`config.mk`:
```
export PLATFORM = sky130hd
export DESIGN_NAME = simd_issue_sequencer
export DESIGN_NICKNAME = d
export VERILOG_FILES = /design/src/rtl/simd_pkg.sv /design/src/rtl/simd_lane_tracker.sv /design/src/rtl/simd_issue_sequencer.sv
export SDC_FILE = /design/constraint.sdc
export NUM_CORES = 1
export LEC_CHECK = 0
export CAP_MARGIN = 20
export CORE_AREA = 3 3 211 213
export CTS_CLUSTER_SIZE = 16
export DETAILED_ROUTE_END_ITERATION = 7
export DIE_AREA = 0 0 214 216
export GPL_ROUTABILITY_DRIVEN = 0
export GPL_TIMING_DRIVEN = 0
export PLACE_DENSITY = 0.65
export SYNTH_ARGS = -nofsm -noshare
export SYNTH_HDL_FRONTEND = slang
export SYNTH_SLANG_ARGS = --single-unit
export TNS_END_PERCENT = 20
```
`constraint.sdc`:
```
create_clock -name clk -period 2.43 [get_ports clk]
set_input_delay 0.486 -clock clk [delete_from_list [all_inputs] [get_ports clk]]
set_output_delay 0.486 -clock clk [all_outputs]
set_load 0.01 [all_outputs]
```
`src/rtl/simd_pkg.sv`:
```
// Shared definitions for the SIMD issue sequencer: lane geometry, opcodes and FSM state encoding.
package simd_pkg;

    localparam int LANES  = 4;
    localparam int LANE_W = 32;

    localparam logic [2:0] OP_ADD      = 3'b000;
    localparam logic [2:0] OP_SUB      = 3'b001;
    localparam logic [2:0] OP_MUL      = 3'b010;
    localparam logic [2:0] OP_AND      = 3'b011;
    localparam logic [2:0] OP_OR       = 3'b100;
    localparam logic [2:0] OP_XOR      = 3'b101;
    localparam logic [2:0] OP_RSVD_MIN = 3'b110;

    typedef enum logic [2:0] {
        S_IDLE,
        S_FETCH,
        S_ISSUE,
        S_WAIT,
        S_DONE
    } state_t;

    function automatic logic op_reserved(input logic [2:0] op);
        return op >= OP_RSVD_MIN;
    endfunction

endpackage

```
`src/rtl/simd_lane_tracker.sv`:
```
// Sticky per-lane completion mask; all_done also sees the current cycle's pulses.
module simd_lane_tracker #(
    parameter int LANES = 4
) (
    input  logic             clk,
    input  logic             reset,
    input  logic             clear,
    input  logic             en,
    input  logic [LANES-1:0] dp_done,
    output logic             all_done
);

    logic [LANES-1:0] mask;

    always_ff @(posedge clk or negedge reset) begin
        if (!reset) begin
            mask <= '0;
        end else if (clear) begin
            mask <= '0;
        end else if (en) begin
            mask <= mask | dp_done;
        end
    end

    assign all_done = &(mask | dp_done);

endmodule

```
`src/rtl/simd_issue_sequencer.sv`:
```
// Issues operand pairs to the 4-lane SIMD datapath and waits for all lanes per vector.
// Optional WAIT watchdog enabled by defining SIMD_SEQ_TIMEOUT_EN.
//
// state   | meaning
// IDLE    | ready for an instruction
// FETCH   | ready for an operand pair
// ISSUE   | operands latched, start strobe follows
// WAIT    | collecting lane completions
// DONE    | job finished, end-of-job pulse follows
module simd_issue_sequencer #(
    parameter int LANES  = 4,
    parameter int LANE_W = 32,
    parameter int CNT_W  = 6
`ifdef SIMD_SEQ_TIMEOUT_EN
    ,
    parameter int TIMEOUT = 255
`endif
) (
    input  logic                    clk,
    input  logic                    reset,
    input  logic                    valid_instruction,
    input  logic [2:0]              instruction,
    input  logic [CNT_W-1:0]        data_size,
    output logic                    instr_ready,
    input  logic                    valid_data,
    output logic                    data_ready,
    input  logic [LANES*LANE_W-1:0] mc_data_in_opa,
    input  logic [LANES*LANE_W-1:0] mc_data_in_opb,
    output logic                    dp_start,
    output logic [2:0]              dp_op,
    output logic [LANES*LANE_W-1:0] dp_opa,
    output logic [LANES*LANE_W-1:0] dp_opb,
    input  logic [LANES-1:0]        dp_done,
    output logic                    busy,
    output logic [CNT_W-1:0]        vec_cnt,
    output logic                    job_done,
    output logic                    err_illegal,
    output logic                    err_timeout
);
    import simd_pkg::*;

    state_t           state, state_nxt;
    logic [CNT_W-1:0] remaining;
    logic             all_done, accept, reserved, last_vec, timed_out;

    assign accept   = (state == S_IDLE) && valid_instruction;
    assign reserved = op_reserved(instruction);
    assign last_vec = (remaining == CNT_W'(1));

    simd_lane_tracker #(.LANES(LANES)) u_tracker (
        .clk      (clk),
        .reset    (reset),
        .clear    (state == S_ISSUE),
        .en       (state == S_WAIT),
        .dp_done  (dp_done),
        .all_done (all_done)
    );

`ifdef SIMD_SEQ_TIMEOUT_EN
    logic [7:0] wd;
    logic       to_seen;

    // to_seen remembers that DONE was reached through the watchdog so the error lines up with job_done
    always_ff @(posedge clk or negedge reset) begin
        if (!reset) begin
            wd          <= '0;
            to_seen     <= 1'b0;
            err_timeout <= 1'b0;
        end else begin
            err_timeout <= (state == S_DONE) && to_seen;
            if (state == S_ISSUE)     wd <= '0;
            else if (state == S_WAIT) wd <= wd + 8'd1;
            if (timed_out)            to_seen <= 1'b1;
            else if (state == S_DONE) to_seen <= 1'b0;
        end
    end

    assign timed_out = (state == S_WAIT) && !all_done && (wd == 8'(TIMEOUT - 1));
`else
    assign timed_out   = 1'b0;
    assign err_timeout = 1'b0;
`endif

    always_ff @(posedge clk or negedge reset) begin
        if (!reset) state <= S_IDLE;
        else        state <= state_nxt;
    end

    always_comb begin
        state_nxt = state;
        case (state)
            S_IDLE:  if (accept && !reserved)
                         state_nxt = (data_size == '0) ? S_DONE : S_FETCH;
            S_FETCH: if (valid_data) state_nxt = S_ISSUE;
            S_ISSUE: state_nxt = S_WAIT;
            S_WAIT:  if (all_done)       state_nxt = last_vec ? S_DONE : S_FETCH;
                     else if (timed_out) state_nxt = S_DONE;
            S_DONE:  state_nxt = S_IDLE;
            default: state_nxt = S_IDLE;
        endcase
    end

    always_comb begin
        instr_ready = (state == S_IDLE);
        data_ready  = (state == S_FETCH);
        busy        = (state != S_IDLE);
    end

    always_ff @(posedge clk or negedge reset) begin
        if (!reset) begin
            dp_start    <= 1'b0;
            dp_op       <= '0;
            dp_opa      <= '0;
            dp_opb      <= '0;
            vec_cnt     <= '0;
            remaining   <= '0;
            job_done    <= 1'b0;
            err_illegal <= 1'b0;
        end else begin
            dp_start    <= (state == S_ISSUE);
            job_done    <= (state == S_DONE);
            err_illegal <= accept && reserved;
            if (accept && !reserved) begin
                dp_op     <= instruction;
                remaining <= data_size;
                vec_cnt   <= '0;
            end
            if ((state == S_FETCH) && valid_data) begin
                dp_opa <= mc_data_in_opa;
                dp_opb <= mc_data_in_opb;
            end
            if (state == S_ISSUE) vec_cnt <= vec_cnt + CNT_W'(1);
            if ((state == S_WAIT) && all_done && !last_vec) remaining <= remaining - CNT_W'(1);
        end
    end

endmodule
```
### After elaboration in Yosys (flattened, before gate mapping)

Index checks and enable logic that the tools add are counted.
W data, S select, Z words.

| cells by class | value |
|---|---|
| add/sub/neg operators | 2 |
| order comparisons | 1 |
| eq/ne operators | 8 |
| multiplexer cells | 12 |
| bitwise operators | 1 |
| reductions and logical operators | 16 |

Operator list:

| operator | count |
|---|---|
| $mux W6 | 4 |
| $mux W3 | 5 |
| $pmux W3 S4 | 1 |
| $mux W4 | 2 |
| $add A6 B1 Y6 const B | 1 |
| $eq A3 B2 Y1 const B | 2 |
| $eq A6 B1 Y1 const B | 1 |
| $logic_and A1 B1 Y1 | 6 |
| $logic_not A6 Y1 | 1 |
| $reduce_bool A2 Y1 | 3 |
| $sub A6 B1 Y6 const B | 1 |
| $ne A2 B2 Y1 const B | 2 |
| $or A4 B4 Y4 | 1 |
| $reduce_and A4 Y1 | 1 |
| $eq A3 B1 Y1 const B | 1 |
| $eq A3 B3 Y1 const B | 1 |
| $ge A3 B3 Y1 const B | 1 |
| $logic_not A3 Y1 | 1 |
| $reduce_and A3 Y1 | 1 |
| $reduce_bool A3 Y1 | 1 |
| $logic_not A1 Y1 | 2 |
| $ne A2 B1 Y1 const B | 1 |

| word-level totals | value |
|---|---|
| flip-flop bits (word level) | 281 |
| input port bits | 273 |
| output and inout port bits | 272 |
| word-level logic and storage cells | 50 |

### Logic depth before layout (Yosys ltp)

Gate-level depths: netlist of run 1.

| depth | value |
|---|---|
| word-level depth | 5 |
| mapped depth | 7 |
| mapped depth without buffers | 5 |

### Modules after synthesis

A second synthesis of run 1 with hierarchy kept.

| unflattened totals | value |
|---|---|
| cells, all modules | 1218 |
| area total of the unflattened synthesis | 10901.7 µm² |

Modules (own cells, without submodules):

| module | times used | cells each | area an instance (µm²) | sequential area each (µm²) |
|---|---|---|---|---|
| simd_issue_sequencer | 1 | 1203 | 10750.3 | 6931.6 |
| simd_lane_tracker | 1 | 15 | 151.4 | 100.1 |

### Worst setup path after synthesis of run 1

No wires, ideal clock.

| path | value |
|---|---|
| path kind | register to register |
| start | register state[2] |
| end | register dp_opa[0] |
| library setup time | 128 ps |
| arrival | 1691 ps |
| required time | 2302 ps |
| setup slack | 611 ps |
| stages on the path, launching flop included | 7 |
| buffers on the path | 3 |
| clock period less this slack | 1819 ps |
| cells stage by stage | dfrtp_1 -> nor3b_2 -> and2_1 -> clkbuf_1 -> buf_2 -> buf_4 -> mux2_1 |

| between the ends | value |
|---|---|
| longest elaborated chain between the ends | 2 |

RTL lines:

| item | RTL line | source |
|---|---|---|
| start: declaration | simd_issue_sequencer.sv:42 | `state_t state, state_nxt;` |
| start signal: assignment | simd_issue_sequencer.sv:86 | `else state <= state_nxt;` |
| $eq A3 B1 Y1 | n/a |  |
| named net data_ready | simd_issue_sequencer.sv:26 | `output logic data_ready,` |
| $logic_and A1 B1 Y1 | simd_issue_sequencer.sv:128 | `if ((state == S_FETCH) && valid_data) begin` |
| end signal: assignment | simd_issue_sequencer.sv:129 | `dp_opa <= mc_data_in_opa;` |
| end: declaration | simd_issue_sequencer.sv:31 | `output logic [LANES*LANE_W-1:0] dp_opa,` |

The timed path passes the listed nets, and every way through them passes these cells.
A chain may end at the register's enable or synchronous reset.

### Worst setup path in the final report of run 1

| path | value |
|---|---|
| start | register state[1] |
| end | output port busy |

| between the ends | value |
|---|---|
| longest elaborated chain between the ends | 1 |

RTL lines:

| item | RTL line | source |
|---|---|---|
| $reduce_bool A3 Y1 | simd_issue_sequencer.sv:106 | `busy = (state != S_IDLE);` |
| end: declaration | simd_issue_sequencer.sv:34 | `output logic busy,` |

Every way passes these cells.

==> metrics, run 1 <==
post-synthesis sequential element count=approximately 280; ant diodes=0; Setup crit start kind=register; sinks on the clock net=281; yosys warns=0; Final Routed Wirelength=between 30000 and 40000 µm; Yosys cell types=45; type of element capturing the critical path=primary output; cell taking the most area after synthesis=sky130_fd_sc_hd__dfrtp_1; total power=23200 µW; area of the die=0.0462 mm²; root buffer cell=sky130_fd_sc_hd__clkbuf_16; maximum number of pins on one net before global-route repair=around 120; number of enable-type register cells in the synthesized netlist=0; Fin Hold WS=475 ps; via count=7912; first-pass GRT wire length=52800 µm; fraction of layout cells with a size suffix above 1=between 10% and 20%; fin crit period=2310 ps; Nets=1541; async set or reset register ratio after synthesis=100%; Data required, critical path=1940 ps; Area growth syn-to-layout=67.6%; initial cell density of the core=25.2%; leakage component of the power=approximately 0.0075 µW; detailed-route wire length per cell=between 15 and 20 µm; top cells by area, synth=sky130_fd_sc_hd__dfrtp_1, sky130_fd_sc_hd__mux2_1, sky130_fd_sc_hd__mux2_2; final-report setup violation count=0; result of the run=complete, no violations; maximum clock insertion buffer count=3; clock slew at the register clock pins of the worst setup and hold paths=about 60 ps; RSZ-0062 raised after global routing=no; Synth Area per Inst=15.8 µm²; row cnt=76; count of final max-slew check failures=0; clock tree from TritonCTS=built; clock buffers created by TritonCTS=34; H-Tree Depth=2; final non-filler cell total=1868; most frequent cells in the layout=sky130_fd_sc_hd__clkdlybuf4s50_1, sky130_fd_sc_hd__dfrtp_1, sky130_fd_sc_hd__mux2_1, sky130_fd_sc_hd__mux2_2, sky130_fd_sc_hd__clkbuf_16; antenna violations before repair=0; Ports=545; area fraction of the dominant cell type after synthesis=between 60 and 70%; Total GRT Usage=approximately 14%; number of global-route vias before repair=8666; relative slew slack=about 57%; sequential cell area fraction in the yosys report=between 60 and 70%; DP Cell Count=1812; net count after synthesis=958; total DRC errors in the routed layout=0; worst hold-check path type=register to register; top fanout value on the critical path=10; critical setup path kind=register to primary output; residual overflow from global routing=0; Skew-Pair Late Insertion Delay=a little over 500 ps; peak ir drop on the vdd network=582 µV; remaining antenna violation count=0; placed wire-length estimate after detailed placement=26500 µm; final worst path period share=94.9%; multi-input gate area in the final layout=0.00351 mm²; number of input and output port buffers inserted=between 500 and 600; dominant synthesized flop cell=sky130_fd_sc_hd__dfrtp_1; post-layout instance area=0.0181 mm²; power density of the placed cells=between 1000 and 1500 mW/mm²; fin util=a little over two fifths; Critical Path AT=1820 ps; cell count after synthesis=682; count of max-cap constraint violations=0; DRC marker count from the first detailed-route iteration=275; via density per instance=4.24; top achievable clock speed=433 MHz; Post-Syn Area=0.0108 mm²; die boundary height=216 µm; total count of hold-check failures in the final report=0; Core Footprint=around 0.043 mm²; Storage cell area=0.00703 mm²; most common cell after layout, fill and taps aside=sky130_fd_sc_hd__clkdlybuf4s50_1; FILL cells=3978; slew at the pin closest to its max-slew limit=~640 ps; skew final=~15 ps; placed cell areas=0.0170 mm²; die width=214 µm; first-pass detailed-route iteration total=4
[power breakdown]
group | internal, µW | total (µW) | switching, µW
Combinational | 6120 | 10200 | 4070
Clock | 2890 | 4790 | 1900
Sequential | 7040 | 8230 | 1190
[routing by layer]
metal	global-route usage [%]	part of all wire (%)	up-vias
met5	0	0	-
met4	3.33	1.7	0
met3	4.82	7.7	44
met2	26.3	52	304
met1	16.6	39	3971
li1	-	-	3593
[cell usage after synthesis (2+ instances only)]
master	number
sky130_fd_sc_hd__and2_1	3
sky130_fd_sc_hd__a211oi_1	2
sky130_fd_sc_hd__inv_1	8
sky130_fd_sc_hd__o21ai_1	4
sky130_fd_sc_hd__a21oi_1	7
sky130_fd_sc_hd__and3_1	3
sky130_fd_sc_hd__or3_1	2
sky130_fd_sc_hd__mux2_2	56
sky130_fd_sc_hd__nor2_1	17
sky130_fd_sc_hd__nand3_1	4
sky130_fd_sc_hd__nand2_1	14
sky130_fd_sc_hd__nor4_1	3
sky130_fd_sc_hd__a31oi_1	3
sky130_fd_sc_hd__o21ai_0	6
sky130_fd_sc_hd__nor3_1	3
sky130_fd_sc_hd__buf_4	26
sky130_fd_sc_hd__a32oi_1	3
sky130_fd_sc_hd__o221ai_1	2
sky130_fd_sc_hd__ha_1	3
sky130_fd_sc_hd__mux2_1	200
sky130_fd_sc_hd__buf_2	5
sky130_fd_sc_hd__nor2b_1	2
sky130_fd_sc_hd__o22ai_1	4
sky130_fd_sc_hd__dfrtp_1	281
[logic make-up (layout without fill, tap and decap cells)]
kind of cell / count (synthesis) / after routing / share of synthesized area [%]
other cells: 1 / 1 / 0.0347
buf+inv: 42 / 643 / 2.49
simple gates: 57 / 57 / 2.68
mux: 256 / 256 / 26.7
flops: 281 / 281 / 65.1
compound gates: 41 / 41 / 2.58
xor+xnor: 1 / 1 / 0.0811
fa+ha+maj: 3 / 3 / 0.348
[repair_timing]
action                                  in CTS  in global routing
gates resized for setup                      5                  0
hold endpoints to repair                    70                  0
pin swaps                                    1                  1
hold buffers                                 1                  0
endpoints found under the setup margin      11                  1
gates cloned                                 0                  0
setup buffers                                1                  0
[cell type report]
class | instances | share of cell area [%]
plain buffers | 33 | 1.31
clock inverters | 5 | 0.180
well taps | 585 | 4.04
repair buffers | 547 | 30.4
flip-flops and latches | 281 | 38.8
inverters | 9 | 0.187
multi-input cells | 359 | 19.4
clock buffers | 49 | 5.62
[registers in the layout, indices dropped and copies added (netlist names)]
register	flops
dp_opa	128
vec_cnt	6
dp_opb	128
remaining	6
dp_start	1
state	3
dp_op	3
job_done	1
err_illegal	1
u_tracker.mask	4
[path summary, 6_finish.rpt]
path,startpoint,to,slack [ps],cells past startpoint
max,state[1],busy,120,4
min,vec_cnt[5],vec_cnt[5],480,1
max reg2reg,state[2],dp_opa[2],170,6
min reg2reg,vec_cnt[5],vec_cnt[5],480,1
max in group asynchronous,reset,err_illegal,880,3
min in group asynchronous,reset,dp_opa[20],540,2
[stage by stage]
stage | TNS (ps) | worst slack, ps
6_report | 0 | 123
4_1_cts | 0 | 48.5
3_5_place_dp | -20760 | -244
5_1_grt | 0 | 15.8
3_3_place_gp | -3276590 | -11620
2_1_floorplan | 0 | 611
[worst max-delay path: stages (launching register included)]
cell,delay (ps)
sky130_fd_sc_hd__dfrtp_1,400
sky130_fd_sc_hd__buf_6,150
sky130_fd_sc_hd__nor3_4,220
sky130_fd_sc_hd__inv_1,60
sky130_fd_sc_hd__clkdlybuf4s50_1,480
Note: power is estimated with default switching activity, not from simulation.
==> inputs of run 2 (changes only) <==
Settings changed: GPL_ROUTABILITY_DRIVEN 0 to not set, SKIP_CTS_REPAIR_TIMING set to 1.
==> metrics, run 2 (same netlist as run 1, synthesis figures left out) <==
power density of the placed cells=1280 mW/mm²; area of the die=about 0.046 mm²; portion of total power attributed to combinational logic=43.9%; post-layout worst setup margin=173 ps; placed wire-length estimate after detailed placement=~26000 µm; relative slew slack=between 50% and 60%; switching share of total power=between 30% and 40%; total count of hold-check failures in the final report=0; Storage cell area=0.00703 mm²; maximum number of pins on one net before global-route repair=116; Area growth syn-to-layout=67.8%; part of the power in the clock network=between 20% and 30%; fin crit period=about 2300 ps; final non-filler cell total=1869; Nets=1542; final-report setup violation count=0; DRC marker count from the first detailed-route iteration=268; DP Cell Count=1812; highest cell delay on the worst timing path=490 ps; top fanout value on the critical path=10; Data required, critical path=~2800 ps; largest registers=dp_opa x128, dp_opb x128; peak ir drop on the vdd network=582 µV; total power=23200 µW; first-pass detailed-route iteration total=4; clock buffers created by TritonCTS=34; type of element capturing the critical path=register; slowest cell on the critical path=sky130_fd_sc_hd__dfrtp_1; number of global-route vias before repair=8653; most common cell after layout, fill and taps aside=sky130_fd_sc_hd__clkdlybuf4s50_1; ant diodes=0; Critical Path AT=2640 ps; slew at the pin closest to its max-slew limit=around 640 ps; row cnt=76; die boundary height=216 µm; H-Tree Depth=2; FILL cells=between 3000 and 4000; fin util=42.3%; Skew-Pair Late Insertion Delay=roughly 510 ps; top achievable clock speed=443 MHz; leakage component of the power=between 0.007 and 0.008 µW; initial cell density of the core=25.2%; cells along the critical path=nor3b_2 > and2_1 > clkbuf_1 > buf_2 > buf_4 > mux2_1; skew final=14.4 ps; worst hold-check path type=register to register; Setup crit start kind=register; remaining antenna violation count=0; via count=7940; RSZ-0062 raised after global routing=no; count of max-cap constraint violations=0; die width=around 210 µm; Core Footprint=between 0.04 and 0.05 mm²; antenna violations before repair=0; fraction of layout cells with a size suffix above 1=11.5%; Sum Neg Setup Slack=0 ps; Net Switching=7160 µW; Ports=545; routability cong.=0.768; total DRC errors in the routed layout=0; Total GRT Usage=14.5%; residual overflow from global routing=0; first-pass GRT wire length=52700 µm; number of input and output port buffers inserted=543; multi-input gate area in the final layout=~0.0035 mm²; final worst path period share=92.9%; detailed-route wire length per cell=18.1 µm; clock tree from TritonCTS=built; total internal power=between 15000 and 20000 µW; clock slew at the register clock pins of the worst setup and hold paths=60 ps; sinks on the clock net=281; worst slack, placed=-244 ps; count of final max-slew check failures=0; maximum clock insertion buffer count=3; result of the run=complete, no violations; critical setup path kind=register to register; most frequent cells in the layout=sky130_fd_sc_hd__clkdlybuf4s50_1, sky130_fd_sc_hd__dfrtp_1, sky130_fd_sc_hd__mux2_1, sky130_fd_sc_hd__mux2_2, sky130_fd_sc_hd__clkbuf_16; root buffer cell=sky130_fd_sc_hd__clkbuf_16; Final Routed Wirelength=roughly 34000 µm; via density per instance=4.25; sequential group share of total power=35.4%
## run 2: changes by cell type in the layout (fill, tap and decap cells not counted), sizes merged
cell / previous run / this run
clkdlybuf4s50: 540 / 539
clkbuf: 50 / 51
dlymetal6s2s: 0 / 3
dlygate4sd2: 2 / 0
## run 2: cell type report
type,instances,area share [%]
Sequential cell,281,38.8
Timing Repair Buffer,548,30.5
Multi-Input combinational cell,359,19.4
Clock buffer,49,5.62
Tap cell,585,4.04
Buffer,33,1.33
Inverter,9,0.186
Clock inverter,5,0.179
## run 2: through the flow
step / hold slack, ps / cell area (µm²)
after detailed placement: 465 / 17000
final: 476 / 18100
after CTS: -75.1 / 18100
after global placement: 463 / 17000
after global routing: 487 / 18100
after floorplan: 190 / 10800
## run 2: final timing paths
kind                             from     endpoint  slack [ps]  depth (start not counted)
min                        vec_cnt[5]   vec_cnt[5]         480                          1
max in group asynchronous       reset  err_illegal         870                          3
max                          state[2]    dp_opa[2]         170                          6
min reg2reg                vec_cnt[5]   vec_cnt[5]         480                          1
min in group asynchronous       reset   dp_opa[20]         550                          2
max reg2reg                  state[2]    dp_opa[2]         170                          6
## run 2: critical path, delay by kind of cell, from the launching register on
kind / cells / cell delay [ps]
buffers and inverters: 3 / 840
multiplexers: 1 / 350
flip-flops: 1 / 490
AND/OR/NAND/NOR: 2 / 420
## run 2: layer usage
layer	part of all wire (%)	up-vias	global-route usage, %	routed length (µm)
met2	52	312	26.2	17600
met1	39	3988	16.5	13100
met3	7.6	44	4.83	2590
li1	-	3596	-	-
met5	0	-	0	0
met4	1.7	0	3.33	589
## run 2: power groups by stage
stage | sequential (µW) | combinational [µW] | clock [µW]
2_1_floorplan | 9270 | 3000 | 0
3_3_place_gp | 8240 | 10200 | 0
3_5_place_dp | 8330 | 10300 | 0
4_1_cts | 8270 | 10400 | 4990
5_1_grt | 8550 | 10900 | 5160
6_report | 8230 | 10200 | 4790
